==> config.mk <==
export PLATFORM = sky130hd
export DESIGN_NAME = pipe_skid_reg
export DESIGN_NICKNAME = d
export VERILOG_FILES = /design/src/rtl/pipe_skid_reg_pkg.sv /design/src/rtl/pipe_skid_reg.sv
export SDC_FILE = /design/constraint.sdc
export NUM_CORES = 1
export LEC_CHECK = 0
export ABC_AREA = 1
export CAP_MARGIN = 0
export CORE_MARGIN = 2
export CORE_UTILIZATION = 45
export DETAILED_ROUTE_END_ITERATION = 12
export PLACE_DENSITY = 0.71
export SYNTH_ARGS = -nofsm -noshare
export SYNTH_HDL_FRONTEND = slang
export SYNTH_SLANG_ARGS = --single-unit
==> constraint.sdc <==
create_clock -name clk -period 2 [get_ports clk]
set_clock_uncertainty 0.05 [all_clocks]
set_input_delay 0.4 -clock clk [delete_from_list [all_inputs] [get_ports clk]]
set_output_delay 0.4 -clock clk [all_outputs]
set_load 0.01 [all_outputs]
==> src/rtl/pipe_skid_reg_pkg.sv <==
// Constants shared by every pipeline stage register: occupancy-state encoding
// and the default bubble (NOP) payload.
package pipe_skid_reg_pkg;

   localparam logic [1:0] ST_EMPTY = 2'd0;
   localparam logic [1:0] ST_ONE   = 2'd1;
   localparam logic [1:0] ST_FULL  = 2'd2;

   localparam logic [63:0] PIPE_BUBBLE = 64'h0;

   function automatic logic [1:0] occupancy(input logic [1:0] st);
      case (st)
         ST_ONE:  occupancy = 2'd1;
         ST_FULL: occupancy = 2'd2;
         default: occupancy = 2'd0;
      endcase
   endfunction

endpackage

==> src/rtl/pipe_skid_reg.sv <==
// Valid/ready pipeline stage register: two-entry skid buffer (SKID=1, registered
// in_ready) or single entry with pass-through ready (SKID=0). Flush empties it.
module pipe_skid_reg
   import pipe_skid_reg_pkg::*;
#(
   parameter int              WIDTH  = 64,
   parameter bit              SKID   = 1'b1,
   parameter logic [WIDTH-1:0] BUBBLE = WIDTH'(PIPE_BUBBLE)
) (
   input  logic             clk,
   input  logic             reset,
   input  logic             in_valid,
   output logic             in_ready,
   input  logic [WIDTH-1:0] in_data,
   input  logic             flush,
   output logic             out_valid,
   input  logic             out_ready,
   output logic [WIDTH-1:0] out_data,
   output logic [1:0]       out_count
);

   generate
      if (SKID) begin : g_skid
         logic [1:0]       state_q, state_d;
         logic [WIDTH-1:0] main_q, main_d;
         logic [WIDTH-1:0] skid_q, skid_d;
         logic             rdy_q;
         logic             do_acc, do_rel;

         assign do_acc = in_valid && rdy_q;
         assign do_rel = (state_q != ST_EMPTY) && out_ready;

         always_comb begin
            state_d = state_q;
            main_d  = main_q;
            skid_d  = skid_q;
            if (flush) begin
               state_d = ST_EMPTY;
               main_d  = BUBBLE;
               skid_d  = BUBBLE;
            end else begin
               case (state_q)
                  ST_EMPTY: begin
                     if (do_acc) begin
                        state_d = ST_ONE;
                        main_d  = in_data;
                     end
                  end
                  ST_ONE: begin
                     if (do_acc && do_rel) begin
                        main_d = in_data;
                     end else if (do_acc) begin
                        state_d = ST_FULL;
                        skid_d  = in_data;
                     end else if (do_rel) begin
                        state_d = ST_EMPTY;
                        main_d  = BUBBLE;
                     end
                  end
                  ST_FULL: begin
                     // in_ready is low here, so only the drain path exists
                     if (do_rel) begin
                        state_d = ST_ONE;
                        main_d  = skid_q;
                        skid_d  = BUBBLE;
                     end
                  end
                  default: begin
                     state_d = ST_EMPTY;
                     main_d  = BUBBLE;
                     skid_d  = BUBBLE;
                  end
               endcase
            end
         end

         always_ff @(posedge clk) begin
            if (reset) begin
               state_q <= ST_EMPTY;
               main_q  <= BUBBLE;
               skid_q  <= BUBBLE;
               rdy_q   <= 1'b1;
            end else begin
               state_q <= state_d;
               main_q  <= main_d;
               skid_q  <= skid_d;
               rdy_q   <= (state_d != ST_FULL);
            end
         end

         assign in_ready  = rdy_q;
         assign out_valid = (state_q != ST_EMPTY);
         assign out_data  = out_valid ? main_q : BUBBLE;
         assign out_count = occupancy(state_q);
      end else begin : g_pass
         logic [1:0]       state_q, state_d;
         logic [WIDTH-1:0] main_q, main_d;
         logic             do_acc, do_rel;

         assign do_acc = in_valid && in_ready;
         assign do_rel = (state_q != ST_EMPTY) && out_ready;

         always_comb begin
            state_d = state_q;
            main_d  = main_q;
            if (flush) begin
               state_d = ST_EMPTY;
               main_d  = BUBBLE;
            end else if (do_acc) begin
               state_d = ST_ONE;
               main_d  = in_data;
            end else if (do_rel) begin
               state_d = ST_EMPTY;
               main_d  = BUBBLE;
            end
         end

         always_ff @(posedge clk) begin
            if (reset) begin
               state_q <= ST_EMPTY;
               main_q  <= BUBBLE;
            end else begin
               state_q <= state_d;
               main_q  <= main_d;
            end
         end

         assign in_ready  = (state_q == ST_EMPTY) || out_ready;
         assign out_valid = (state_q != ST_EMPTY);
         assign out_data  = out_valid ? main_q : BUBBLE;
         assign out_count = occupancy(state_q);
      end
   endgenerate

endmodule

Word-level counts from Yosys, hierarchy flattened
Index checks and enable logic that the tools add are counted.
{"block": "classes", "n_eq_ne": 9, "mux": 17, "n_bitwise": 1, "reduce_logical": 8}
{"cell": "64-bit two-way mux", "count": 7}
{"cell": "64-bit case mux with 3 select lines", "count": 2}
{"cell": "2-bit two-way mux", "count": 6}
{"cell": "2-bit inequality test (second input constant)", "count": 5}
{"cell": "4-bit AND reduction", "count": 2}
{"cell": "3-bit inequality test (second input constant)", "count": 2}
{"cell": "2-bit case mux with 3 select lines", "count": 1}
{"cell": "2-bit case mux with 2 select lines", "count": 1}
{"cell": "1-bit logical AND", "count": 3}
{"cell": "2-bit by 1-bit == test with 1-bit output (second input constant)", "count": 1}
{"cell": "2-bit == test (second input constant)", "count": 1}
{"cell": "2-bit zero test", "count": 1}
{"cell": "2-bit nonzero test", "count": 1}
{"cell": "2-bit OR reduction", "count": 1}
{"cell": "1-bit NOT", "count": 1}
{"block": "totals", "regBits": 131, "input_bits": 69, "output_inout_bits": 68, "wordCells": 39}

Longest topological paths before layout
{"block": "logic_depth", "word_depth": 8, "depth_mapped": 9, "mapped_depth_nobuf": 7}

Worst setup path before layout
Ideal clock, no wire load.
{"block": "synth_path", "path_kind": "reg-to-output", "from": "register g_skid.state_q[1]", "to": "output port out_valid", "arrival_ns": 1.156, "t_required_ns": 1.550, "slack_ns": 0.394, "stages_incl_launch_ff": 5, "n_path_buf": 2, "path_cell_list": "dfxtp_1 > nor2_2 > buf_2 > buf_1 > inv_1"}
{"block": "synth_via", "elab_chain_len": 1}
{"element": "start: declaration", "line": "pipe_skid_reg.sv:24", "rtl": "logic [1:0] state_q, state_d;"}
{"element": "start signal: assignment", "line": "pipe_skid_reg.sv:84", "rtl": "state_q <= state_d;"}
{"element": "2-bit nonzero test", "line": "pipe_skid_reg.sv:92", "rtl": "assign out_valid = (state_q != ST_EMPTY);"}
{"element": "end: declaration", "line": "pipe_skid_reg.sv:16", "rtl": "output logic out_valid,"}
Every way passes these cells.

Worst setup path in the final report
{"block": "layout_path", "from": "register g_skid.state_q[1]", "to": "output port out_data[5]"}
{"block": "layout_via", "elab_chain_len": 2}
{"element": "2-bit nonzero test", "line": "pipe_skid_reg.sv:92"}
{"element": "64-bit two-way mux", "line": "pipe_skid_reg.sv:93", "rtl": "assign out_data = out_valid ? main_q : BUBBLE;"}
{"element": "end: declaration", "line": "pipe_skid_reg.sv:18", "rtl": "output logic [WIDTH-1:0] out_data,"}
Every way passes these cells.

==> key figures <==
STA
  • Max Freq: 491 MHz
  • Final Cycle Share: 102%
  • Slew @ Worst Pin: approximately 0.46 ns
  • Slew HR: between 60% and 70%
  • Final hold violation count: 0
  • Slew Limit Fails: 0
  • RSZ-0062 raised after global routing: yes
  • Tmin final: a little over 2 ns
  • Setup-failing EPs final: 5
  • Final worst slack: -0.0368 ns

Final layout
  • Fill cell count: between 1500 and 2000
  • Area of the multi-input gates: 3470 um^2
  • N_diodes: 0
  • FF/Latch Area: 2630 um^2
  • Area growth syn-to-layout: 32.1%
  • Share of layout cells above drive strength 1: a little under an eighth
  • Nets: 1493
  • Fin area: 9570 um^2
  • Layout Utilization: 60.4%

Min path
  • HP Class: reg2reg

Floorplanning
  • Ports: 137
  • Initial Util: approximately 46%
  • Die area: 17100 um^2
  • Die Wd: about 130 um
  • Core Region: about 16000 um^2
  • Die height: 131 um
  • Row count: 46

Synthesis
  • Cell taking the most area after synthesis: dfxtp_1
  • Post-synth top area share: 36.2%
  • Count of cell types in the netlist: 17
  • Synth Cell Area: between 7000 and 8000 um^2
  • Syn Nets: 1361
  • Syn Inst Count: between 1000 and 1500
  • Synth top area cells: dfxtp_1, nand2_1, inv_1, nor2_1, a21oi_1
  • #FFs+latches synth: 131
  • Avg Inst Size Synth: 5.60 um^2
  • Sequential share of the synthesized area: between 30 and 40%
  • Synth warn: 0

GRT
  • First-pass GRT wire length: 32300 um
  • Via count of the first global-routing pass: between 6000 and 7000
  • GRT Resource Usage Total: 23.9%
  • Initial antenna violation count: 0
  • Total gr overflow: 0
  • Maximum number of pins on one net before global-route repair: 59

Placed design
  • RD Place Congestion: 0.825
  • DP HPWL: 12600 um
  • PortBufs: between 100 and 150
  • Place WS: 0.0299 ns
  • Placed Area: approximately 8900 um^2

Detailed routing
  • Post-route ant nets: 0
  • Vias: 7553
  • Vias per cell: 4.57
  • Initial DRC Count: 531
  • Total Wirelength: 20700 um
  • First-pass DRT Iterations: 5
  • Routed wire per std cell: 12.5 um
  • # DRC: 0

Power
  • Max VDD drop: 0.591 mV
  • Power Dens Cells: 689 nW/um^2
  • P_leak: roughly 4.9 nW

Worst setup path
  • Buffers & Inverters on Critical Path: 5
  • CP top delay family: buffers and inverters
  • Slowest cell on crit path: dfxtp_4
  • CP Capture Type: output port
  • CP cell instances: nor2_4, buf_12, buf_8, buf_6, buf_8, nor2_2, buf_2
  • Max incr delay on CP: 0.36 ns
  • Most frequent cell on the critical path: buf_8
  • Arrival @ worst endpoint: 1.59 ns
  • Crit Path Class: reg2out
  • CP Launch Type: flip-flop
  • Req. time, crit path: 1.55 ns
  • Max FO, Critical Path: 5

Outcome
  • Status: finished, violations left
  • Violated checks: setup timing

Clock tree
  • Worst-path clk slew: 0.06 ns
  • Clock Tree Root: clkbuf_16
  • # H-tree levels: 4
  • CTS tree: done
  • CTS Buffer Depth: 2
  • Clock Latency Late Sink: 0.42 ns
  • Cts bufs inserted: 17
  • Clk sinks: 131

Job
  • Total of max-cap violations: 0
==> sequential cells by signal, indices dropped and copies added, names as in the netlist <==
| register | flops |
|---|---|
| g_skid.main_q | 64 |
| g_skid.state_q | 2 |
| g_skid.skid_q | 64 |
| in_ready | 1 |
==> path summary, 6_finish.rpt <==
check | startpoint | endpoint | slack [ns] | depth (start not counted)
worst max register to register | g_skid.state_q[1] | g_skid.main_q[1] | 0.12 | 10
worst max-delay path | g_skid.state_q[1] | out_data[5] | -0.04 | 7
worst min register to register | g_skid.main_q[31] | g_skid.main_q[31] | 0.41 | 2
worst min-delay path | g_skid.main_q[31] | g_skid.main_q[31] | 0.41 | 2
==> cells by family (layout without fill, tap and decap cells) <==
group                  after synthesis  in the layout  synth area share, %
AND/OR/NAND/NOR                    747            747                 39.5
flip-flops                         131            131                 36.2
buffers and inverters              312            455                 17.2
AO/OA/AOI/OAI                      102            102                 7.08
==> worst min-delay path, delay by kind of cell (launching register included) <==
kind | cells | cell delay, ns
and+or+nand+nor | 1 | 0.06
AOI/OAI and AO/OA | 1 | 0.05
DFF | 1 | 0.30
==> per-stage QoR <==
step | hold WS, ns | power (mW) | setup TNS [ns] | instances
floorplan | 0.394 | 3.34 | 0 | 1292
global placement | 0.402 | 3.70 | 0 | 1601
detailed placement | 0.406 | 3.71 | 0 | 1601
CTS | 0.414 | 6.61 | -1.72 | 1650
global route | 0.427 | 6.89 | -0.418 | 1651
finish | 0.412 | 6.59 | -0.139 | 1651
==> where the power goes <==
| part | switching [mW] | total, mW | internal (mW) | leakage (nW) |
|---|---|---|---|---|
| sequential | 0.0420 | 2.74 | 2.69 | 1.07 |
| clock | 1.12 | 2.83 | 1.71 | 0.260 |
| combinational | 0.586 | 1.03 | 0.441 | 3.59 |
==> cells in the final DEF (no fill, tap or decap), drive strengths merged, types with 7 or more instances in the layout <==
master	Yosys	layout
buf	55	88
nand2	479	479
o21ai	7	7
inv	237	237
dfxtp	131	131
a21oi	94	94
clkinv	1	7
clkbuf	19	45
nor2	232	232
clkdlybuf4s15	0	7
nand3	36	36
clkdlybuf4s50	0	69
==> repair_timing <==
item,4_1_cts,5_1_grt
endpoints found under the setup margin,67,111
endpoints found under the hold margin,0,0
cloned,4,2
gates resized for setup,245,59
pin swaps,1,2
setup buffers,15,4
hold buffers,0,0
==> cell usage after synthesis <==
library cell and instances:
nand2_1 478, inv_1 233, nor2_1 230, dfxtp_1 131, a21oi_1 94, buf_2 38
nand3_1 36, clkbuf_1 19, buf_1 9, buf_4 8, o21ai_1 6, inv_2 4
nor2_2 2, clkinv_1 1, nand2_2 1, o211ai_1 1, o21ai_0 1
==> routing by layer <==
metal / vias to the layer above / GRT usage (%) / share of wire [%]
met2: 193 / 41.7 / 47
met5: - / 0 / 0
met3: 30 / 5.21 / 5.7
li1: 4003 / - / -
met1: 3327 / 29.5 / 46
met4: 0 / 7.01 / 1.6
==> area by class of cell <==
class                           instances  area share [%]
Clock buffer                           23            4.79
Inverter                              238            9.39
Clock inverter                          7           0.628
Sequential cell                       131            27.5
Multi-Input combinational cell        849            36.3
Timing Repair Buffer                  187            18.6
Tap cell                              216            2.83
(Power assumes the default switching activity.)
